File: config.mk
export PLATFORM = sky130hd
export DESIGN_NAME = param_cpu
export DESIGN_NICKNAME = d
export VERILOG_FILES = /design/src/rtl/param_cpu_pkg.sv /design/src/rtl/param_cpu_reg.sv /design/src/rtl/param_cpu.sv
export SDC_FILE = /design/constraint.sdc
export NUM_CORES = 1
export LEC_CHECK = 0
export ABC_AREA = 1
export BUFFER_PORTS_ARGS = -buffer_cell sky130_fd_sc_hd__buf_2
export CAP_MARGIN = 5
export CORE_AREA = 2 2 60 62
export CTS_CLUSTER_DIAMETER = 80
export DETAILED_ROUTE_END_ITERATION = 8
export DIE_AREA = 0 0 62 64
export GPL_TIMING_DRIVEN = 0
export PLACE_DENSITY = 0.7
export SLEW_MARGIN = 10
export SYNTH_ARGS = -nofsm -noshare
export SYNTH_HDL_FRONTEND = slang
export SYNTH_HIERARCHICAL = 1
export SYNTH_SLANG_ARGS = --single-unit
File: constraint.sdc
create_clock -name clk_cpu -period 2.2 [get_ports clk_cpu]
set_input_delay 0.11 -clock clk_cpu [delete_from_list [all_inputs] [get_ports clk_cpu]]
set_output_delay 0.11 -clock clk_cpu [all_outputs]
set_load 0.005 [all_outputs]
File: src/rtl/param_cpu_pkg.sv
// Opcode map shared by the core and anything that assembles programs for it.
package param_cpu_pkg;

    localparam int OP_W = 4;

    localparam logic [OP_W-1:0] OP_ADD_A  = 4'b0000;
    localparam logic [OP_W-1:0] OP_MOV_AB = 4'b0001;  // A <= B
    localparam logic [OP_W-1:0] OP_IN_A   = 4'b0010;
    localparam logic [OP_W-1:0] OP_MOV_AI = 4'b0011;  // A <= Im
    localparam logic [OP_W-1:0] OP_MOV_BA = 4'b0100;  // B <= A
    localparam logic [OP_W-1:0] OP_ADD_B  = 4'b0101;
    localparam logic [OP_W-1:0] OP_IN_B   = 4'b0110;
    localparam logic [OP_W-1:0] OP_MOV_BI = 4'b0111;  // B <= Im
    localparam logic [OP_W-1:0] OP_HLT    = 4'b1000;
    localparam logic [OP_W-1:0] OP_OUT_B  = 4'b1001;
    localparam logic [OP_W-1:0] OP_NOP_A  = 4'b1010;
    localparam logic [OP_W-1:0] OP_OUT_I  = 4'b1011;
    localparam logic [OP_W-1:0] OP_NOP_C  = 4'b1100;
    localparam logic [OP_W-1:0] OP_NOP_D  = 4'b1101;
    localparam logic [OP_W-1:0] OP_JNC    = 4'b1110;
    localparam logic [OP_W-1:0] OP_JMP    = 4'b1111;

endpackage

File: src/rtl/param_cpu_reg.sv
// General-purpose register with load enable and asynchronous active-low clear.
module cpu_reg #(
    parameter int W = 4
) (
    input  logic         clk_cpu,
    input  logic         rst_n,
    input  logic         ld,
    input  logic [W-1:0] d,
    output logic [W-1:0] dat_out
);

    // Load on enable, clear asynchronously on reset
    always_ff @(posedge clk_cpu or negedge rst_n) begin
        if (!rst_n) begin
            dat_out <= '0;
        end else if (ld) begin
            dat_out <= d;
        end
    end

endmodule

File: src/rtl/param_cpu.sv
// Tiny accumulator-style CPU: two data registers, one adder, carry flag,
// output port, relative-free jumps and a sticky halt.
module param_cpu
    import param_cpu_pkg::*;
#(
    parameter int DATA_W = 4,
    parameter int PC_W   = 4
) (
    input  logic              clk_cpu,
    input  logic              reset,
    input  logic [DATA_W+3:0] inst,
    input  logic              inst_valid,
    input  logic [DATA_W-1:0] in_port,
    output logic [PC_W-1:0]   pc,
    output logic [DATA_W-1:0] out_port,
    output logic              carry,
    output logic              halted
);

    logic [OP_W-1:0]   opcode;
    logic [DATA_W-1:0] imm;
    logic              exec;

    logic [DATA_W-1:0] reg_a;
    logic [DATA_W-1:0] reg_b;
    logic [DATA_W-1:0] alu_src;
    logic [DATA_W:0]   sum;

    logic              ld_a;
    logic              ld_b;
    logic [DATA_W-1:0] a_nxt;
    logic [DATA_W-1:0] b_nxt;
    logic [PC_W-1:0]   pc_nxt;
    logic [PC_W-1:0]   pc_inc;
    logic [DATA_W-1:0] out_nxt;
    logic              carry_nxt;
    logic              halt_nxt;

    assign opcode = inst[DATA_W+3:DATA_W];
    assign imm    = inst[DATA_W-1:0];
    // A halted core ignores inst_valid entirely; only reset restarts it.
    assign exec   = inst_valid & ~halted;

    // Decode and ALU: the destination of ADD selects which register feeds the adder
    always_comb begin
        ld_a      = 1'b0;
        ld_b      = 1'b0;
        a_nxt     = reg_a;
        b_nxt     = reg_b;
        pc_inc    = pc + 1'b1;
        pc_nxt    = pc_inc;
        out_nxt   = out_port;
        carry_nxt = 1'b0;
        halt_nxt  = halted;
        alu_src   = (opcode == OP_ADD_B) ? reg_b : reg_a;
        sum       = {1'b0, alu_src} + {1'b0, imm};

        case (opcode)
            OP_ADD_A: begin
                ld_a      = 1'b1;
                a_nxt     = sum[DATA_W-1:0];
                carry_nxt = sum[DATA_W];
            end
            OP_ADD_B: begin
                ld_b      = 1'b1;
                b_nxt     = sum[DATA_W-1:0];
                carry_nxt = sum[DATA_W];
            end
            OP_MOV_AI: begin
                ld_a  = 1'b1;
                a_nxt = imm;
            end
            OP_MOV_BI: begin
                ld_b  = 1'b1;
                b_nxt = imm;
            end
            OP_MOV_AB: begin
                ld_a  = 1'b1;
                a_nxt = reg_b;
            end
            OP_MOV_BA: begin
                ld_b  = 1'b1;
                b_nxt = reg_a;
            end
            OP_IN_A: begin
                ld_a  = 1'b1;
                a_nxt = in_port;
            end
            OP_IN_B: begin
                ld_b  = 1'b1;
                b_nxt = in_port;
            end
            OP_OUT_B: out_nxt = reg_b;
            OP_OUT_I: out_nxt = imm;
            OP_JMP:   pc_nxt  = imm[PC_W-1:0];
            // JNC looks at the carry left by the previous instruction
            OP_JNC:   pc_nxt  = carry ? pc_inc : imm[PC_W-1:0];
            OP_HLT: begin
                pc_nxt   = pc;
                halt_nxt = 1'b1;
            end
            default: ;
        endcase
    end

    // Core state registers advance only on execute edges
    always_ff @(posedge clk_cpu or negedge reset) begin
        if (!reset) begin
            pc       <= '0;
            out_port <= '0;
            carry    <= 1'b0;
            halted   <= 1'b0;
        end else if (exec) begin
            pc       <= pc_nxt;
            out_port <= out_nxt;
            carry    <= carry_nxt;
            halted   <= halt_nxt;
        end
    end

    cpu_reg #(.W(DATA_W)) register_file_a (
        .clk_cpu (clk_cpu),
        .rst_n   (reset),
        .ld      (exec & ld_a),
        .d       (a_nxt),
        .dat_out (reg_a)
    );

    cpu_reg #(.W(DATA_W)) register_file_b (
        .clk_cpu (clk_cpu),
        .rst_n   (reset),
        .ld      (exec & ld_b),
        .d       (b_nxt),
        .dat_out (reg_b)
    );

endmodule

# --- Yosys cells after proc, flatten, opt, wreduce, memory -nomap -nowiden ---
# Index checks and enable logic that the tools add are counted.
word_totals:
  register_bits: 18
  n_memories: 0
  out_inout_bits: 10
  rom_bits: 0
  latchBits: 0
  ram_bits: 0
op_classes:
  reduce_logical: 12
  n_mux: 9
  shifts: 0
  addsub: 2
  n_mul: 0
  n_eq_ne: 12
  bitwise: 5
  magnitude_cmp: 0
  div: 0
ops:
  columns: ["op", "count"]
  rows:
  - ["4-bit case mux with 4 select lines", 2]
  - ["4-bit == test, second input constant", 5]
  - ["4-bit by 3-bit == test with 1-bit output, second input constant", 4]
  - ["4-bit case mux with 3 select lines", 1]
  - ["2-bit AND reduction", 5]
  - ["4-bit by 2-bit == test with 1-bit output, second input constant", 2]
  - ["4-bit two-way mux", 2]
  - ["4-bit case mux with 2 select lines", 1]
  - ["4-bit nonzero test", 2]
  - ["4-bit OR reduction", 2]
  - ["4-bit by 4-bit adder with 5-bit output", 1]
  - ["4-bit by 1-bit adder with 4-bit output, second input constant", 1]
  - ["4-bit by 1-bit == test with 1-bit output, second input constant", 1]
  - ["4-bit zero test", 1]
  - ["1-bit AND", 3]
  - ["1-bit two-way mux", 3]
  - ["1-bit NOT", 2]
  - ["2-bit nonzero test", 1]
  - ["2-bit OR reduction", 1]

# --- Depth between registers and ports, before layout ---
# Gate-level depths: netlist of the first run.
logic_depth:
  depth_word: 5
  ltp_mapped: 15

# --- Cells and area by module ---
# Netlist of the first run, hierarchy kept.
modules_own_cells:
  columns: ["mod", "area_per_inst_um2", "seq_area_each_um2", "cells_per_inst", "n_inst"]
  rows:
  - ["param_cpu", 1114.8, 250.2, 189, 1]
  - ["cpu_reg", 148.9, 100.1, 17, 2]

# --- Least setup slack after synthesis of the first run ---
# Ideal clock, no wire load.
synth_path:
  kind: "input to register"
  startpoint: "input port inst[5]"
  endpoint: "register register_file_a.dat_out[2]"
  n_path_buf: 1
  t_arrival_ps: 1729
  setup_slack_ps: 354
  setup_time_ps: 117
  path_stages: 14
  required_time_ps: 2083
  cell_sequence: "buf_2 inv_1 nand2_1 inv_1 nand2_2 o21ai_0 ha_1 inv_1 fa_1 xnor2_1 a21oi_1 nand4_1 nand2_1 nand2_1"
synth_between:
  elab_cells_between_ends: 13
synth_rtl:
  columns: ["element", "line", "rtl"]
  rows:
  - ["start: declaration", "param_cpu.sv:11", "input logic [DATA_W+3:0] inst,"]
  - ["4-bit by 3-bit == test with 1-bit output", "param_cpu.sv:55", "alu_src = (opcode == OP_ADD_B) ? reg_b : reg_a;"]
  - ["4-bit two-way mux", "param_cpu.sv:55", null]
  - ["4-bit by 4-bit adder with 5-bit output", "param_cpu.sv:56", "sum = {1'b0, alu_src} + {1'b0, imm};"]
  - ["4-bit case mux with 4 select lines *", "param_cpu.sv:58", "case (opcode)"]
  - ["net a_nxt[2]", "param_cpu.sv:31", "logic [DATA_W-1:0] a_nxt;"]
  - ["end signal: assignment", "param_cpu_reg.sv:15", "dat_out <= '0;"]
  - ["end signal: assignment", "param_cpu_reg.sv:17", "dat_out <= d;"]
  - ["end: declaration", "param_cpu_reg.sv:9", "output logic [W-1:0] dat_out"]
# Mark *: on every way through the listed nets, which the timed path passes. The rest lies on a longest branch.
# A chain may end at the register's enable or synchronous reset.

# --- Worst setup path in the final report of the first run ---
layout_path:
  startpoint: "register register_file_b.dat_out[0]"
  endpoint: "register register_file_a.dat_out[2]"
layout_between:
  elab_chain_cells: 3
layout_lines:
  columns: ["element", "line"]
  rows:
  - ["start: declaration", "param_cpu_reg.sv:9"]
  - ["start signal: assignment", "param_cpu_reg.sv:15"]
  - ["start signal: assignment", "param_cpu_reg.sv:17"]
  - ["4-bit two-way mux", "param_cpu.sv:55"]
  - ["4-bit by 4-bit adder with 5-bit output", "param_cpu.sv:56"]
  - ["4-bit case mux with 4 select lines", "param_cpu.sv:58"]
  - ["net a_nxt[2]", "param_cpu.sv:31"]
# The timed path passes the listed nets, and every way through them passes these cells.

==> results of run 1 <==
[state kept, by name (all words and copies together) (netlist names)]
| signal | cells |
|---|---|
| out_port | 4 |
| register_file_b/dat_out | 4 |
| pc | 4 |
| carry | 1 |
| halted | 1 |
| register_file_a/dat_out | 4 |
[layer usage]
layer	GRT usage, %	vias up	routed length [µm]
met3	2.63	6	192
met1	26.4	652	1690
met5	0	-	0
li1	-	772	-
met2	30.9	39	1610
met4	7.98	0	55
[worst max-delay path: stages (launching register included)]
cell     delay [ps]
dfrtp_1         390
inv_1            90
o21ai_1         170
ha_1            200
inv_1            60
fa_1            400
xnor2_1         170
a21oi_1         190
nand4_1         100
nand2_1          70
nand2_1          50
[through the flow]
step | setup slack [ps] | area (µm²) | utilization, %
2_1_floorplan | 354 | 1410 | -
3_3_place_gp | 35.1 | 1590 | 48.3
3_5_place_dp | -47.8 | 1590 | 48.3
4_1_cts | 163 | 1630 | 49.7
5_1_grt | 36.8 | 1630 | 49.7
6_report | 219 | 1630 | 49.7
[how the worst min path moves through the flow]
stage                     startpoint                                     end  slack [ps]  depth (start not counted)
after floorplan                reset                       carry$_DFFE_PN0P_        -190                          0
after global placement         reset                       pc[2]$_DFFE_PN0P_          70                          1
after detailed placement       reset                 out_port[2]$_DFFE_PN0P_          70                          1
after CTS                 in_port[1]  register_file_b/dat_out[1]$_DFFE_PN0P_         140                          5
after global routing         inst[2]                 out_port[2]$_DFFE_PN0P_         170                          3
final                        inst[1]                 out_port[1]$_DFFE_PN0P_         150                          3
[where the power goes]
part,switching (W),internal (W)
logic,0.0000612,0.0000269
registers,0,0.000331
clock network,0.000112,0.000101
total,0.000173,0.000458
[timing repair]
item	4_1_cts	5_1_grt
endpoints found under the hold margin	18	0
gates resized for setup	0	1
hold buffers	1	0
setup endpoints to repair	0	2
[cell families (layout without fill, tap and decap cells)]
kind of cell | count (synthesis) | after routing
compound gates | 29 | 29
xor+xnor | 1 | 1
buf+inv | 35 | 63
flops | 18 | 18
fa+ha+maj | 6 | 6
simple gates | 134 | 134
[cell type report]
class / instances / area, µm² / area share [%]
multi-input cells: 170 / 830 / 50.8
clock buffers: 4 / 36.3 / 2.22
repair buffers: 24 / 125 / 7.67
well taps: 46 / 57.6 / 3.53
inverters: 34 / 128 / 7.82
plain buffers: 1 / 5.00 / 0.307
flip-flops and latches: 18 / 450 / 27.6
[cell usage in the layout (no fill, tap or decap)]
cell type	netlist	routed
nand2_1	87	87
inv_1	32	32
buf_2	1	24
dfrtp_1	18	18
nand3_1	17	17
nor2_1	15	15
o21ai_0	16	15
nand4_1	6	6
a21oi_1	5	5
ha_1	5	5
o211ai_1	4	4
clkbuf_4	0	3
nor2_2	2	2
o22ai_1	2	2
o21ai_1	1	2
nand3b_1	2	2
inv_2	2	2
nor2_4	1	1
nand2_2	1	1
nor3_1	1	1
xnor2_1	1	1
a22oi_1	1	1
or2_2	1	1
nor3_4	1	1
fa_1	1	1
clkbuf_8	0	1
dlygate4sd3_1	0	1
==> results_dict.tcl, run 1 <==
set metrics [dict create \
    rsz0062_at_grt "no" \
    setup.worst_path.class "register to register" \
    finalPower_w 0.000632 \
    synth_edf_count 0 \
    synthAdderAreaFrac_pct 5.85 \
    yosysMostFrequentCell "nand2_1" \
    routedWlPerCell_um 11.9 \
    dpl.cell_count 292 \
    p_leak_nw 0.861 \
    drt_iter0_markers 76 \
    final_antenna_net_count 0 \
    status "completed" \
    fin_nets 273 \
    arrival_ps 2180 \
    synth.top_cell.area_share_pct 31.9 \
    ys_seq_area_share_pct 31.9 \
    cts_root_buf "clkbuf_4" \
    drc 0 \
    crit-reg2reg-launch "register_file_b/dat_out[0]$_DFFE_PN0P_" \
    ios 25 \
    clock_latency_ps 300 \
    vias_per_cell 4.95 \
    num_antenna_cells 0 \
    yosys_warnings 6 \
    synthTopCellsByArea "dfrtp_1, nand2_1, inv_1" \
    ys_ff_latch 18 \
    drive_gt1_share_pct 14.3 \
    tightest_slew_ps 425 \
    dpl.hpwl_um 2820 \
    synth-simple-area-share_pct 40.9 \
    grt_max_degree 19 \
    worst_hold_slack_ps 148 \
    rrSetupSlack_ps 220 \
    required_ps 2400 \
    antenna_found_initial 0 \
    final_hold_viol_count 0 \
    core_um2 3280 \
    dr.pass1.iters 4 \
    clock_tree.buffer_depth 2 \
    cts_buffers 3 \
    syn_inst 223 \
    period_share_pct 90.0 \
    synth.cells.most_frequent "nand2_1, inv_1, dfrtp_1" \
    fmax_ghz 0.505 \
    drv_slew 0 \
    power_density_nw_per_um2 387 \
    final_cells 297 \
    relSlewSlack_pct 71.7 \
    grt_usage_pct 19.6 \
    rr_worst_depth 10 \
    numPortBuffers 23 \
    fp.dieH_um 64 \
    vdd_drop_max_mv 0.183 \
    die_x_um 62 \
    yosys.area.top_type "dfrtp_1" \
    synth_top_family_by_area "simple AND/OR/NAND/NOR gates" \
    grt_pass1_wl_um 5820 \
    clock_sinks 18 \
    synthXorXnorAreaFrac_pct 0.620 \
    syn2layout_area_growth_pct 15.5 \
    grt_pass1_vias 1363 \
    post_cts_buffers 0 \
    synth_fp_nets 244 \
    worst_clock_skew_ps 5.25 \
    gp_congestion 0.940 \
    synth_mux_area_share_pct 0 \
    async_flop_share_pct 100 \
    fin_tns_setup_ps 0 \
    die_area_um2 3970 \
    cp_max_fo 3 \
    period_needed_ps 1980 \
    start_util_pct 43.0 \
    clkTransAtPathRegs_ps 110 \
    num_rows 21 \
    via_count 1469 \
    tritoncts "done" \
    start_kind "register" \
    synth_flop_cell "dfrtp_1" \
    grt_overflow 0 \
    crit_path_start "register_file_b/dat_out[0]$_DFFE_PN0P_" \
    timing.rr.end "register_file_a/dat_out[2]$_DFFE_PN0P_" \
    ys_types 24 \
    cap_violations 0 \
    worstSetupEndpoint "register_file_a/dat_out[2]$_DFFE_PN0P_" \
    syn_area_um2 1410 \
    syn_avg_cell_area_um2 6.33 \
    finalSetupViolCount 0 \
    htreeDepth 1 \
    wl_um 3540 \
    end_kind "register" \
    nFillCells 359 \
    holdCritPathClass "input port to register" \
    synth-compound-area-share_pct 11.3 \
]
Note: power is estimated with default switching activity, not from simulation.
==> run 2, diff against run 1 <==
Settings changed: MAX_ROUTING_LAYER set to met4, RECOVER_POWER set to 100.
==> run 2 against run 1 <==
Net effect:
- final area decreased by 2.3%
- register-to-register slack is essentially flat
- critical path depth unchanged
- die area unchanged
- cell count shrank 0.34%
- sequential share of layout area increased by 0.65 points
- largest cell class unchanged
- largest power group unchanged
- highest routed layer unchanged
==> results_dict.tcl, run 2 (synthesized netlist as in run 1, its figures left out) <==
set metrics [dict create \
    arrival_ps 2170 \
    final_cell_mix "nand2_1, inv_1, dfrtp_1, nand3_1" \
    drt-met1-wl_um 1680 \
    clock_latency_ps 300 \
    status "completed" \
    dr.pass1.iters 4 \
    grt_max_degree 19 \
    power_density_nw_per_um2 367 \
    fin_nets 273 \
    cts_resized 0 \
    drive_gt1_share_pct 10.0 \
    drc 0 \
    final_common_cell "nand2_1" \
    clock_sinks 18 \
    num_rows 21 \
    post_cts_buffers 0 \
    num_antenna_cells 0 \
    required_ps 2400 \
    cp_max_fo 3 \
    via_count 1466 \
    vias_per_cell 4.95 \
    cts_root_buf "clkbuf_4" \
    die_x_um 62 \
    final_hold_viol_count 0 \
    drt_iter0_markers 63 \
    setup.worst_path.class "register to register" \
    grt_pass1_wl_um 5910 \
    finalSetupViolCount 0 \
    tritoncts "done" \
    core_um2 3280 \
    cts_buffers 3 \
    vdd_drop_max_mv 0.149 \
    syn2layout_area_growth_pct 12.8 \
    holdCritPathClass "input port to register" \
    clock_tree.buffer_depth 2 \
    grt_overflow 0 \
    rsz0062_at_grt "no" \
    p_leak_nw 0.824 \
    grt_usage_pct 20.2 \
    htreeDepth 1 \
    fin_tns_setup_ps 0 \
    relSlewSlack_pct 32.6 \
    wl_met3_um 212 \
    die_area_um2 3970 \
    fmax_ghz 0.509 \
    ios 25 \
    grt_pass1_vias 1381 \
    wl_met2_um 1630 \
    worst_clock_skew_ps 2.89 \
    gp_congestion 0.958 \
    finalPower_w 0.000586 \
    start_kind "register" \
    antenna_found_initial 0 \
    wl_um 3580 \
    final_antenna_net_count 0 \
    cap_violations 0 \
    dpl.hpwl_um 2830 \
    numPortBuffers 23 \
    clkTransAtPathRegs_ps 100 \
    start_util_pct 43.0 \
    fp.dieH_um 64 \
    period_needed_ps 1970 \
    pre_cts_slack_ps 10.7 \
    end_kind "register" \
    tightest_slew_ps 1010 \
    fin_ws_ps 234 \
    routedWlPerCell_um 12.1 \
    nFillCells 382 \
    routed.top_layer "met4" \
    period_share_pct 89.4 \
    drv_slew 0 \
]
[run 2: changes by cell type in the layout (fill, tap and decap cells not counted)]
cell,before,now
nor2_1,15,16
o21ai_1,2,1
o21ai_0,15,16
clkbuf_1,0,8
clkbuf_8,1,0
buf_2,24,16
nor3_4,1,0
nor3_1,1,2
nor2_2,2,1
[run 2: critical path, cell delays in order (launching register included)]
cell     delay, ps
dfrtp_1        380
inv_1          100
o21ai_0        170
ha_1           190
inv_1           60
fa_1           400
xnor2_1        170
a21oi_1        180
nand4_1        100
nand2_1         70
nand2_1         50
[run 2: routing by layer]
metal | track usage [%] | vias to the layer above
met2 | 31.4 | 45
met4 | 6.91 | 0
met5 | - | -
met1 | 26.5 | 641
li1 | - | 772
met3 | 2.63 | 8
[run 2: path summary, 6_finish.rpt]
kind                                                             start                                      to  slack, ps  cells past startpoint
worst max-delay path            register_file_b/dat_out[0]$_DFFE_PN0P_  register_file_a/dat_out[2]$_DFFE_PN0P_        230                     10
worst min-delay path                                           inst[1]                 out_port[1]$_DFFE_PN0P_        140                      3
worst max register to register  register_file_b/dat_out[0]$_DFFE_PN0P_  register_file_a/dat_out[2]$_DFFE_PN0P_        230                     10
worst min register to register                      halted$_DFFE_PN0P_                      halted$_DFFE_PN0P_        500                      2
max in group asynchronous                                        reset  register_file_a/dat_out[0]$_DFFE_PN0P_       1100                      2
min in group asynchronous                                        reset                       pc[1]$_DFFE_PN0P_        490                      2
[run 2: per-stage QoR]
step                      instance area, µm²  cells  hold WS [ps]  util (%)
final                                   1590    296           143      48.5
after detailed placement                1590    292          73.6      48.3
after global placement                  1590    292          74.9      48.3
after floorplan                         1410    223          -186         -
after CTS                               1620    296           151      49.3
after global routing                    1590    296           176      48.5
[run 2: cell type report]
cell class                      instances  area (µm²)  share of cell area [%]
Inverter                               34         128                    8.01
Timing Repair Buffer                   24         115                    7.22
Tap cell                               46        57.6                    3.61
Sequential cell                        18         450                    28.3
Multi-Input combinational cell        170         816                    51.2
Buffer                                  1        5.00                   0.314
Clock buffer                            3        22.5                    1.41
[run 2: power breakdown]
part / total, W / switching, W / leakage, nW / internal [W]
registers: 0.000331 / 0 / 0.225 / 0.000331
logic: 0.0000861 / 0.0000595 / 0.585 / 0.0000266
clock network: 0.000169 / 0.000105 / 0.0138 / 0.0000639
total: 0.000586 / 0.000165 / 0.824 / 0.000421
[run 2: what timing repair did]
action,CTS,global route
hold buffers,1,0
hold endpoints to repair,18,0
endpoints found under the setup margin,0,0
==> run 3, diff against run 2 <==
Settings changed: CTS_BUF_LIST set to sky130_fd_sc_hd__clkbuf_8 sky130_fd_sc_hd__clkbuf_16.
==> run 3 against run 2 <==
Net effect:
- maximum frequency up 0.58%
- clock skew down 2.1 ps
- clock power up 36%
- core utilization up 0.57 points
- via count down 0.14%
- total power up 10%
- global-route usage up 0.25 points
- largest power group unchanged
==> results_dict.tcl, run 3 (synthesized netlist as in run 1, its figures left out) <==
set metrics [dict create \
    ios 25 \
    cts_resized 0 \
    crit_path_start "register_file_b/dat_out[0]$_DFFE_PN0P_" \
    grt_pass1_vias 1387 \
    holdCritPathClass "input port to register" \
    cts_buffers 3 \
    period_share_pct 88.9 \
    finalSetupViolCount 0 \
    die_x_um 62 \
    worstSetupEndpoint "register_file_a/dat_out[2]$_DFFE_PN0P_" \
    drc 0 \
    wl_um 3590 \
    final_antenna_net_count 0 \
    num_antenna_cells 0 \
    arrival_ps 2100 \
    fin_tns_setup_ps 0 \
    start_util_pct 43.0 \
    rrSetupSlack_ps 250 \
    finalPower_w 0.000646 \
    status "completed" \
    clock_tree.buffer_depth 2 \
    cts_root_buf "clkbuf_8" \
    die_area_um2 3970 \
    gp_congestion 0.958 \
    cap_violations 0 \
    via_count 1464 \
    num_rows 21 \
    final_cell_mix "nand2_1, inv_1, dfrtp_1, nand3_1" \
    required_ps 2350 \
    grt_max_degree 19 \
    dr.pass1.iters 4 \
    worst_clock_skew_ps 0.807 \
    dpl.cell_count 292 \
    tritoncts "done" \
    period_needed_ps 1950 \
    drt_iter0_markers 60 \
    drive_gt1_share_pct 10.0 \
    pre_cts_slack_ps 10.7 \
    clkTransAtPathRegs_ps 70 \
    power_density_nw_per_um2 401 \
    drv_slew 0 \
    final_cells 296 \
    syn2layout_area_growth_pct 14.2 \
    fmax_ghz 0.512 \
    fp.dieH_um 64 \
    final_hold_viol_count 0 \
    tightest_slew_ps 1010 \
    fin_nets 273 \
    antenna_found_initial 0 \
    rsz0062_at_grt "no" \
    end_kind "register" \
    final_common_cell "nand2_1" \
    timing.rr.end "register_file_a/dat_out[2]$_DFFE_PN0P_" \
    setup.worst_path.class "register to register" \
    fin_ws_ps 245 \
    cp_max_fo 3 \
    grt_pass1_wl_um 5920 \
    relSlewSlack_pct 32.4 \
    vias_per_cell 4.95 \
    core_um2 3280 \
    start_kind "register" \
    clock_latency_ps 250 \
    routedWlPerCell_um 12.1 \
    grt_usage_pct 20.4 \
    worst_hold_slack_ps 196 \
    crit-reg2reg-launch "register_file_b/dat_out[0]$_DFFE_PN0P_" \
    rr_worst_depth 10 \
    nFillCells 376 \
    vdd_drop_max_mv 0.179 \
    grt_overflow 0 \
    dpl.hpwl_um 2830 \
    htreeDepth 1 \
    p_leak_nw 0.832 \
    clock_sinks 18 \
    numPortBuffers 23 \
]
run 3: changes by cell type in the layout (fill, tap and decap cells not counted):
cell | previous run | this run
clkbuf_8 | 0 | 3
clkbuf_4 | 3 | 0
run 3: routing by layer:
metal	global-route usage, %	part of all wire [%]	wire [µm]	vias to the layer above
met3	2.63	6.3	227	9
met5	-	0	0	-
li1	-	-	-	769
met4	8.78	2.0	73	0
met1	26.5	47	1670	639
met2	31.3	45	1620	47
run 3: layout make-up:
type	count	area, µm²	share of cell area [%]
Sequential cell	18	450	27.9
Buffer	1	5.00	0.310
Multi-Input combinational cell	170	816	50.6
Clock buffer	3	41.3	2.56
Inverter	34	128	7.91
Timing Repair Buffer	24	115	7.14
Tap cell	46	57.6	3.57
run 3: worst max-delay path: stages, from the launching register on:
cell and delay, ps:
dfrtp_1 360, inv_1 100, o21ai_0 170, ha_1 190
inv_1 60, fa_1 400, xnor2_1 160, a21oi_1 180
nand4_1 100, nand2_1 70, nand2_1 50
run 3: how the worst min path moves through the flow:
stage,startpoint,endpoint,slack [ps],cells after the start
3_5_place_dp,reset,pc[1]$_DFFE_PN0P_,70,1
2_1_floorplan,reset,carry$_DFFE_PN0P_,-190,0
4_1_cts,inst[1],out_port[1]$_DFFE_PN0P_,200,3
3_3_place_gp,reset,pc[2]$_DFFE_PN0P_,70,1
5_1_grt,inst[2],out_port[2]$_DFFE_PN0P_,230,3
6_report,inst[1],out_port[1]$_DFFE_PN0P_,200,3
run 3: per-stage QoR:
stage	area, µm²	utilization (%)
6_report	1610	49.1
5_1_grt	1610	49.1
4_1_cts	1640	49.8
3_5_place_dp	1590	48.3
3_3_place_gp	1590	48.3
2_1_floorplan	1410	-
run 3: what timing repair did:
item                      CTS  global route
buffers inserted            0             0
hold buffers                1             0
hold endpoints to repair   18             0
run 3: where the power goes:
| part | leakage, nW | switching, W | internal (W) |
|---|---|---|---|
| Sequential | 0.225 | 0 | 0.000331 |
| Combinational | 0.585 | 0.0000597 | 0.0000266 |
| Clock | 0.0216 | 0.000107 | 0.000122 |
| Total | 0.832 | 0.000167 | 0.000479 |
